**src/rtl/proj_kmer_buffer.sv**
```systemverilog
// Streaming k-mer extractor feeding proj_hasher: slides a KMER_LEN-base window and emits one k-mer per accepted base once full.
// Optional PROJ_KMER_BUFFER_CANONICAL_EN emits min(forward, reverse-complement) instead of the forward window.
package proj_pkg;
  localparam int KMER_BUFFER_HASHER_KMER_LEN  = 16;
  localparam int KMER_BUFFER_HASHER_BASE_BITS = 2;
endpackage

module proj_kmer_buffer #(
  parameter int KMER_LEN         = proj_pkg::KMER_BUFFER_HASHER_KMER_LEN,
  parameter int BASE_BITS        = proj_pkg::KMER_BUFFER_HASHER_BASE_BITS,
  parameter int HASHER_DATA_BITS = KMER_LEN * BASE_BITS,
  parameter int POS_BITS         = 16
) (
  input  logic                        clk,
  input  logic                        rst,
  input  logic                        in_valid,
  output logic                        in_ready,
  input  logic [BASE_BITS-1:0]        in_base,
  input  logic                        in_seq_start,
  output logic                        out_valid,
  input  logic                        out_ready,
  output logic [HASHER_DATA_BITS-1:0] out_kmer,
  output logic [POS_BITS-1:0]         out_pos
);

  localparam int FILL_W = $clog2(KMER_LEN + 1);
  localparam logic [FILL_W-1:0] FILL_FULL = FILL_W'(KMER_LEN);

  logic [HASHER_DATA_BITS-1:0] win;
  logic [HASHER_DATA_BITS-1:0] win_nxt;
  logic [HASHER_DATA_BITS-1:0] kmer_nxt;
  logic [FILL_W-1:0]           fill;
  logic [FILL_W-1:0]           fill_nxt;
  logic [POS_BITS-1:0]         pos;
  logic                        in_hs;
  logic                        emit;

  assign in_ready = !rst && (!out_valid || out_ready);
  assign in_hs    = in_valid && in_ready;

  // A sequence start restarts the fill count; stale window bases are masked by fill, not cleared.
  always_comb begin
    win_nxt = {win[HASHER_DATA_BITS-BASE_BITS-1:0], in_base};
    if (in_seq_start) begin
      fill_nxt = FILL_W'(1);
    end else if (fill == FILL_FULL) begin
      fill_nxt = fill;
    end else begin
      fill_nxt = fill + FILL_W'(1);
    end
  end

  assign emit = in_hs && (fill_nxt == FILL_FULL);

`ifdef PROJ_KMER_BUFFER_CANONICAL_EN
  function automatic logic [HASHER_DATA_BITS-1:0] canon_min(
    input logic [HASHER_DATA_BITS-1:0] fwd,
    input logic [HASHER_DATA_BITS-1:0] rev
  );
    return (fwd < rev) ? fwd : rev;
  endfunction

  logic [HASHER_DATA_BITS-1:0] rc;
  logic [HASHER_DATA_BITS-1:0] rc_nxt;

  // Reverse complement grows from the MSB end so it always mirrors win.
  assign rc_nxt   = {~in_base, rc[HASHER_DATA_BITS-1:BASE_BITS]};
  assign kmer_nxt = canon_min(win_nxt, rc_nxt);

  always_ff @(posedge clk) begin
    if (rst) begin
      rc <= '0;
    end else if (in_hs) begin
      rc <= rc_nxt;
    end
  end
`else
  assign kmer_nxt = win_nxt;
`endif

  always_ff @(posedge clk) begin
    if (rst) begin
      win       <= '0;
      fill      <= '0;
      pos       <= '0;
      out_valid <= 1'b0;
      out_kmer  <= '0;
      out_pos   <= '0;
    end else begin
      if (in_hs) begin
        win  <= win_nxt;
        fill <= fill_nxt;
        if (in_seq_start) begin
          pos <= '0;
        end else if (emit) begin
          pos <= pos + POS_BITS'(1);
        end
      end
      // Loading a new k-mer wins over draining so the stream has no bubbles.
      if (emit) begin
        out_valid <= 1'b1;
        out_kmer  <= kmer_nxt;
        out_pos   <= pos;
      end else if (out_ready) begin
        out_valid <= 1'b0;
      end
    end
  end

endmodule

```
**config.mk**
```make
export PLATFORM = sky130hd
export DESIGN_NAME = proj_kmer_buffer
export DESIGN_NICKNAME = d
export VERILOG_FILES = /design/src/rtl/proj_kmer_buffer.sv
export SDC_FILE = /design/constraint.sdc
export NUM_CORES = 1
export LEC_CHECK = 0
export ABC_CLOCK_PERIOD_IN_PS = 3200
export CORE_MARGIN = 5
export CORE_UTILIZATION = 36
export CTS_CLUSTER_DIAMETER = 80
export DETAILED_ROUTE_END_ITERATION = 6
export GPL_ROUTABILITY_DRIVEN = 0
export PLACE_DENSITY_LB_ADDON = 0.2
export SLEW_MARGIN = 20
export SYNTH_ARGS = -nofsm -noshare
export SYNTH_HDL_FRONTEND = slang
export SYNTH_SLANG_ARGS = --single-unit
```
**constraint.sdc**
```tcl
create_clock -name clk -period 3.2 [get_ports clk]
set_input_delay 0.64 -clock clk [delete_from_list [all_inputs] [get_ports clk]]
set_output_delay 0.64 -clock clk [all_outputs]
set_load 0.05 [all_outputs]
```
==> impl_results.md <==
- Status: finished clean
- Initial DRC count: 162
- Setup crit end kind: flop
- Worst-Skew Late Latency: 0.34 ns
- Total CTS buffers: 9
- Tot Pwr: 2390 uW
- Antenna diodes: 0
- Crit Path Class: input port to flop
- Initial Util: 36.4%
- Core area: 11,300 um2
- Count leader, synth: dfxtp_1
- Clock period minus worst slack: 2.62 ns
- Pint: 1840 uW
- 1st-pass router iterations: 4
- Skew final: 0.00955 ns
- I/O Buffers: 56
- Die footprint: 13,700 um2
- Root Driver: clkbuf_16
- Clock share of power: 42.7%
- Remaining routing DRC violations: 0
- Nets: 545
- WP data arrival: 2.88 ns
- Maxcap violations: 0
- Final WL: 9970 um
- RSZ-0062 raised after global routing: no
- WL met3: 346 um
- Core Rows: 39
- Post-route cell area: 5070 um2
- Post-Synthesis Cells: 501
- CTS Hold Bufs: 0
- DR top layer: met4
- Top-area cell type share of the netlist area: 48.6%
- Die height: 117 um
- Drt via density: 5.35
- Via count: 3,651
- H-tree depth: 3
- Synthesis Warnings: 0
- First-pass GRT wire length: 17,000 um
- Met2 WL: 4500 um
- Syn_nets: 511
- Die Wd: 117 um
- Fin crit share: 81.9%
- Seq/Total Area, Yosys: 48.6%
- Worst Hold Class: flop to flop
- CTS tree: done
- Layout area overhead: 23.2%
- Final Setup Violations: 0
- EDFF count, synth: 0
- Number of synthesized register bits: 100
- Slew @ Worst Pin: 0.804 ns
- Final ANT Viol Nets: 0
- Final hold vios: 0
- Final Max Tran Viols: 0
- Worst-path clk slew: 0.07 ns
- Layout fillers: 1,118
- Met1 wire length: 4980 um
- Layout cells sized above 1: 6.86%
- Gr usage total: 15.3%
- Ys async rst share: 0%
- Pin count of the biggest net entering global routing: 77
- Hold_sp: win[9]
- Hold slack: 0.460 ns
- Max Fclk: 382 MHz
- Worst setup startpoint: in_seq_start
- Switching pwr: 543 uW
- CP max FO: 33
- Vias in the first global route: 3,520
- DP Area: 4790 um2
- Mapped Area: 4120 um2
- CTS sink cnt: 100
- Sequential share of power: 52.6%
- Critical Path RT: 3.46 ns
- Resize count post-CTS: 0
- Postcts setup bufs: 0
- Hpwl dp: 6450 um
- Max clock buf depth: 2
- Reg2reg start: fill[0]
- Avg Synthesized Cell Area: 8.21 um2
- Total negative slack: 0 ns
- Peak supply drop: 0.214 mV
- Pwr per Cell Area: 471 nW/um2
- Initial antenna violation count: 0
- Synth top cells by count: 100 x dfxtp_1, 71 x nand2_1, 68 x a21oi_1, 56 x nand3_1, 49 x o21ai_1
- Comb power frac: 4.7%
- Synth area leader: dfxtp_1
- Synth top area cells: dfxtp_1 49%, a21oi_1 8.3%, nand3_1 6.8%
- Avg WL per Cell: 14.6 um
- Leak: 0.00172 uW
- Post-synth top flop: dfxtp_1
- Cell variety after synth: 35
- Critical Path Start Type: input port
- Top Ports: 57
- GRT overflow: 0
- Slew HR: 46.3%
- Sw Share: 22.7%
## sequential cells by signal (all words and copies together) (netlist names)
name and count:
pos 16, out_pos 16, out_kmer 32, win 30, fill 5, out_valid 1
## routing by layer
layer,up-vias,GRT usage [%]
li1,1845,-
met1,1740,21.4
met2,55,23.7
met3,11,2.72
met4,0,5.43
met5,-,0
## metrics by stage
stage	cells	worst slack, ns	util, %
floorplan	501	0.720	-
global placement	667	0.270	42.3
detailed placement	667	0.252	42.3
CTS	682	0.599	44.8
global route	682	0.371	44.8
finish	682	0.580	44.8
## layout make-up
| class | instances | area (um2) | area share, % |
|---|---|---|---|
| sequential | 100 | 2000 | 39.5 |
| multi-input combinational | 351 | 1940 | 38.2 |
| timing repair buffer | 68 | 656 | 12.9 |
| clock buffer | 11 | 253 | 4.99 |
| tap | 143 | 179 | 3.53 |
| clock inverter | 4 | 25.0 | 0.494 |
| inverter | 5 | 18.8 | 0.370 |
## layout by cell type (no fill, tap or decap), drive strengths merged, types with 10 or more instances in the layout
master,n
buf,14
o31ai,11
dfxtp,100
nand3b,32
o21ai,52
or4,11
clkdlybuf4s50,54
clkbuf,11
a21oi,68
nand2,71
nor2,10
nand3,56
## final timing paths
path                  end  slack, ns  depth (start not counted)
setup reg to reg  pos[10]       0.69                          7
hold / removal    win[11]       0.46                          2
setup / recovery   pos[6]       0.58                          7
hold reg to reg   win[11]       0.46                          2
## worst max-delay path, cell delays in order
cell             delay (ns)
clkdlybuf4s50_1        0.69
nor2b_1                0.09
mux2i_1                0.32
or2_2                  0.55
buf_4                  0.32
o31ai_1                0.10
a21oi_1                0.15
## kinds of logic (layout without fill, tap and decap cells)
group,Yosys count,count (layout),share of synthesized area [%]
buffers and inverters,50,88,4.80
AND/OR/NAND/NOR,206,206,26.5
flip-flops,100,100,48.6
XOR/XNOR,2,2,0.426
adder cells (fa/ha/maj),3,3,0.912
multiplexers,3,3,0.730
AO/OA/AOI/OAI,137,137,18.0
## power groups by stage
| stage | clock (uW) | sequential, uW | combinational [uW] |
|---|---|---|---|
| after floorplan | 0 | 1280 | 80.6 |
| after global placement | 0 | 1280 | 113 |
| after detailed placement | 0 | 1280 | 114 |
| after CTS | 1050 | 1250 | 114 |
| after global routing | 1100 | 1260 | 125 |
| final | 1020 | 1250 | 113 |
(Power assumes the default switching activity.)
==> edit (config.mk and constraints unchanged) <==
The option `PROJ_KMER_BUFFER_CANONICAL_EN` is turned on by a define.
--- a/src/rtl/proj_kmer_buffer.sv
+++ b/src/rtl/proj_kmer_buffer.sv
@@ -1,4 +1,6 @@
 // Streaming k-mer extractor feeding proj_hasher: slides a KMER_LEN-base window and emits one k-mer per accepted base once full.
 // Optional PROJ_KMER_BUFFER_CANONICAL_EN emits min(forward, reverse-complement) instead of the forward window.
+`define PROJ_KMER_BUFFER_CANONICAL_EN
+
 package proj_pkg;
   localparam int KMER_BUFFER_HASHER_KMER_LEN  = 16;
Check against the original RTL: same outputs for any inputs over 10 cycles, from zero or initial values and one cycle with rst high; that may be too few to reach the edited logic, so the function may still have changed.
==> edit against the original RTL <==
- sequential cell count up 30
- register-to-register slack worse by 0.29 ns
- total power up 57%
- synthesized cell count up 41%
- first-iteration DRC count up 63%
- wire length up 63%
- critical path depth up 1
- design area up 56%
- setup slack worse by 0.18 ns
- synthesized area up 60%
- critical endpoint is now out_kmer[22]
- largest power group is now the clock network
==> edit: results (changes against the original RTL) <==
grt_max_degree: 125  # +62%
grt_pass1_vias: 5420  # +54%
clkLatencyLatePin_ns: 0.42  # +0.08 ns
critPathLaunchType: "flip-flop"
multi_input_area_share_pct: 44.8  # +6.6 points
path_delay_family: "compound AO/OA/AOI/OAI gates"
buffer_area_share_pct: 9.66  # -3.3 points
cpMaxStageDelayCell: "o31a_4"
cellInternalPower_mw: 2.89  # +57%
skew_ns: 0.00966  # +0.000110 ns
met1_length_um: 7500  # +51%
synthTopCellsByCount: "130 x dfxtp_1, 108 x nand2_1, 44 x a21oi_1"
multi_input_area_sq_um: 3540  # +83%
crit_end: "out_kmer[22]"
r2r_setup_slack_ns: 0.40  # -0.29 ns
seq_power_share_pct: 43.7  # -8.9 points
post-place-ws_ns: 0.0553  # -0.197 ns
drive_gt1_share_pct: 16.2  # +9.3 points
yosysSeqAreaShare_pct: 39.6  # -9.1 points
clock_buffers: 22  # +11
top_regs: "out_kmer (32), rc (30), win (30)"
drt_iter0_markers: 264  # +63%
holdPathEnd: "rc[25]"
status: "completed"
firstDrtPassIters: 5  # +1
critical_path.max_fanout: 32  # -3.0%
synth-xor-area-share_pct: 0.381  # -0.045 points
powerDensity_nw_per_um2: 474  # +0.70%
synth_area_leaders: "dfxtp_1 40%, ha_1 6.5%, nand2_1 6.2%"
r2r-start: "rc[16]"
place_inst: 956  # +43%
track_usage_pct: 15.6  # +0.31 points
synth_fa_ha_area_share_pct: 6.47  # +5.6 points
timing.hold.ws_ns: 0.451  # -0.00847 ns
seq_cell_count: 130  # +30%
place_area_sq_um: 7320  # +53%
synthCells: 707  # +41%
syn-num-nets: 748  # +46%
clk_share_pct: 7.35  # +1.9 points
nNetsFinal: 787  # +44%
grt_pass1_wl_um: 27500  # +62%
wl_met3_um: 644  # +86%
n_all_inverters: 33  # +28
worstHoldStart: "rc[27]"
[edit: changes by cell type in the layout (fill, tap and decap cells not counted), moves of 22 or more]
cell,delta
a21oi_1,-24
nand3_1,-46
ha_1,+31
a311oi_2,+24
nor4_2,+29
o21ai_0,+38
o21bai_1,+32
dfxtp_1,+30
o21ai_1,-49
o31ai_1,+22
nand2b_1,+29
nand2_1,+37
inv_1,+28
nand3b_1,-27
[edit: kinds of logic (layout without fill, tap and decap cells)]
family / Yosys count / in the layout
and+or+nand+nor: 232 / 232
AOI/OAI and AO/OA: 218 / 218
DFF: 130 / 130
buffers and inverters: 90 / 142
adders and majority gates: 34 / 34
xor gates and xnor gates: 2 / 2
muxes: 1 / 1
[edit: worst min-delay path, cell delays in order (launching register included)]
cell     delay (ns)
dfxtp_1        0.32
nand2_1        0.05
o31ai_1        0.05
[edit: per-layer routing]
layer / vias to the layer above / GRT usage, %
met5: - / 0
met4: 0 / 5.46
met3: 15 / 4.27
met2: 91 / 26.2
met1: 2544 / 19.2
li1: 2663 / -
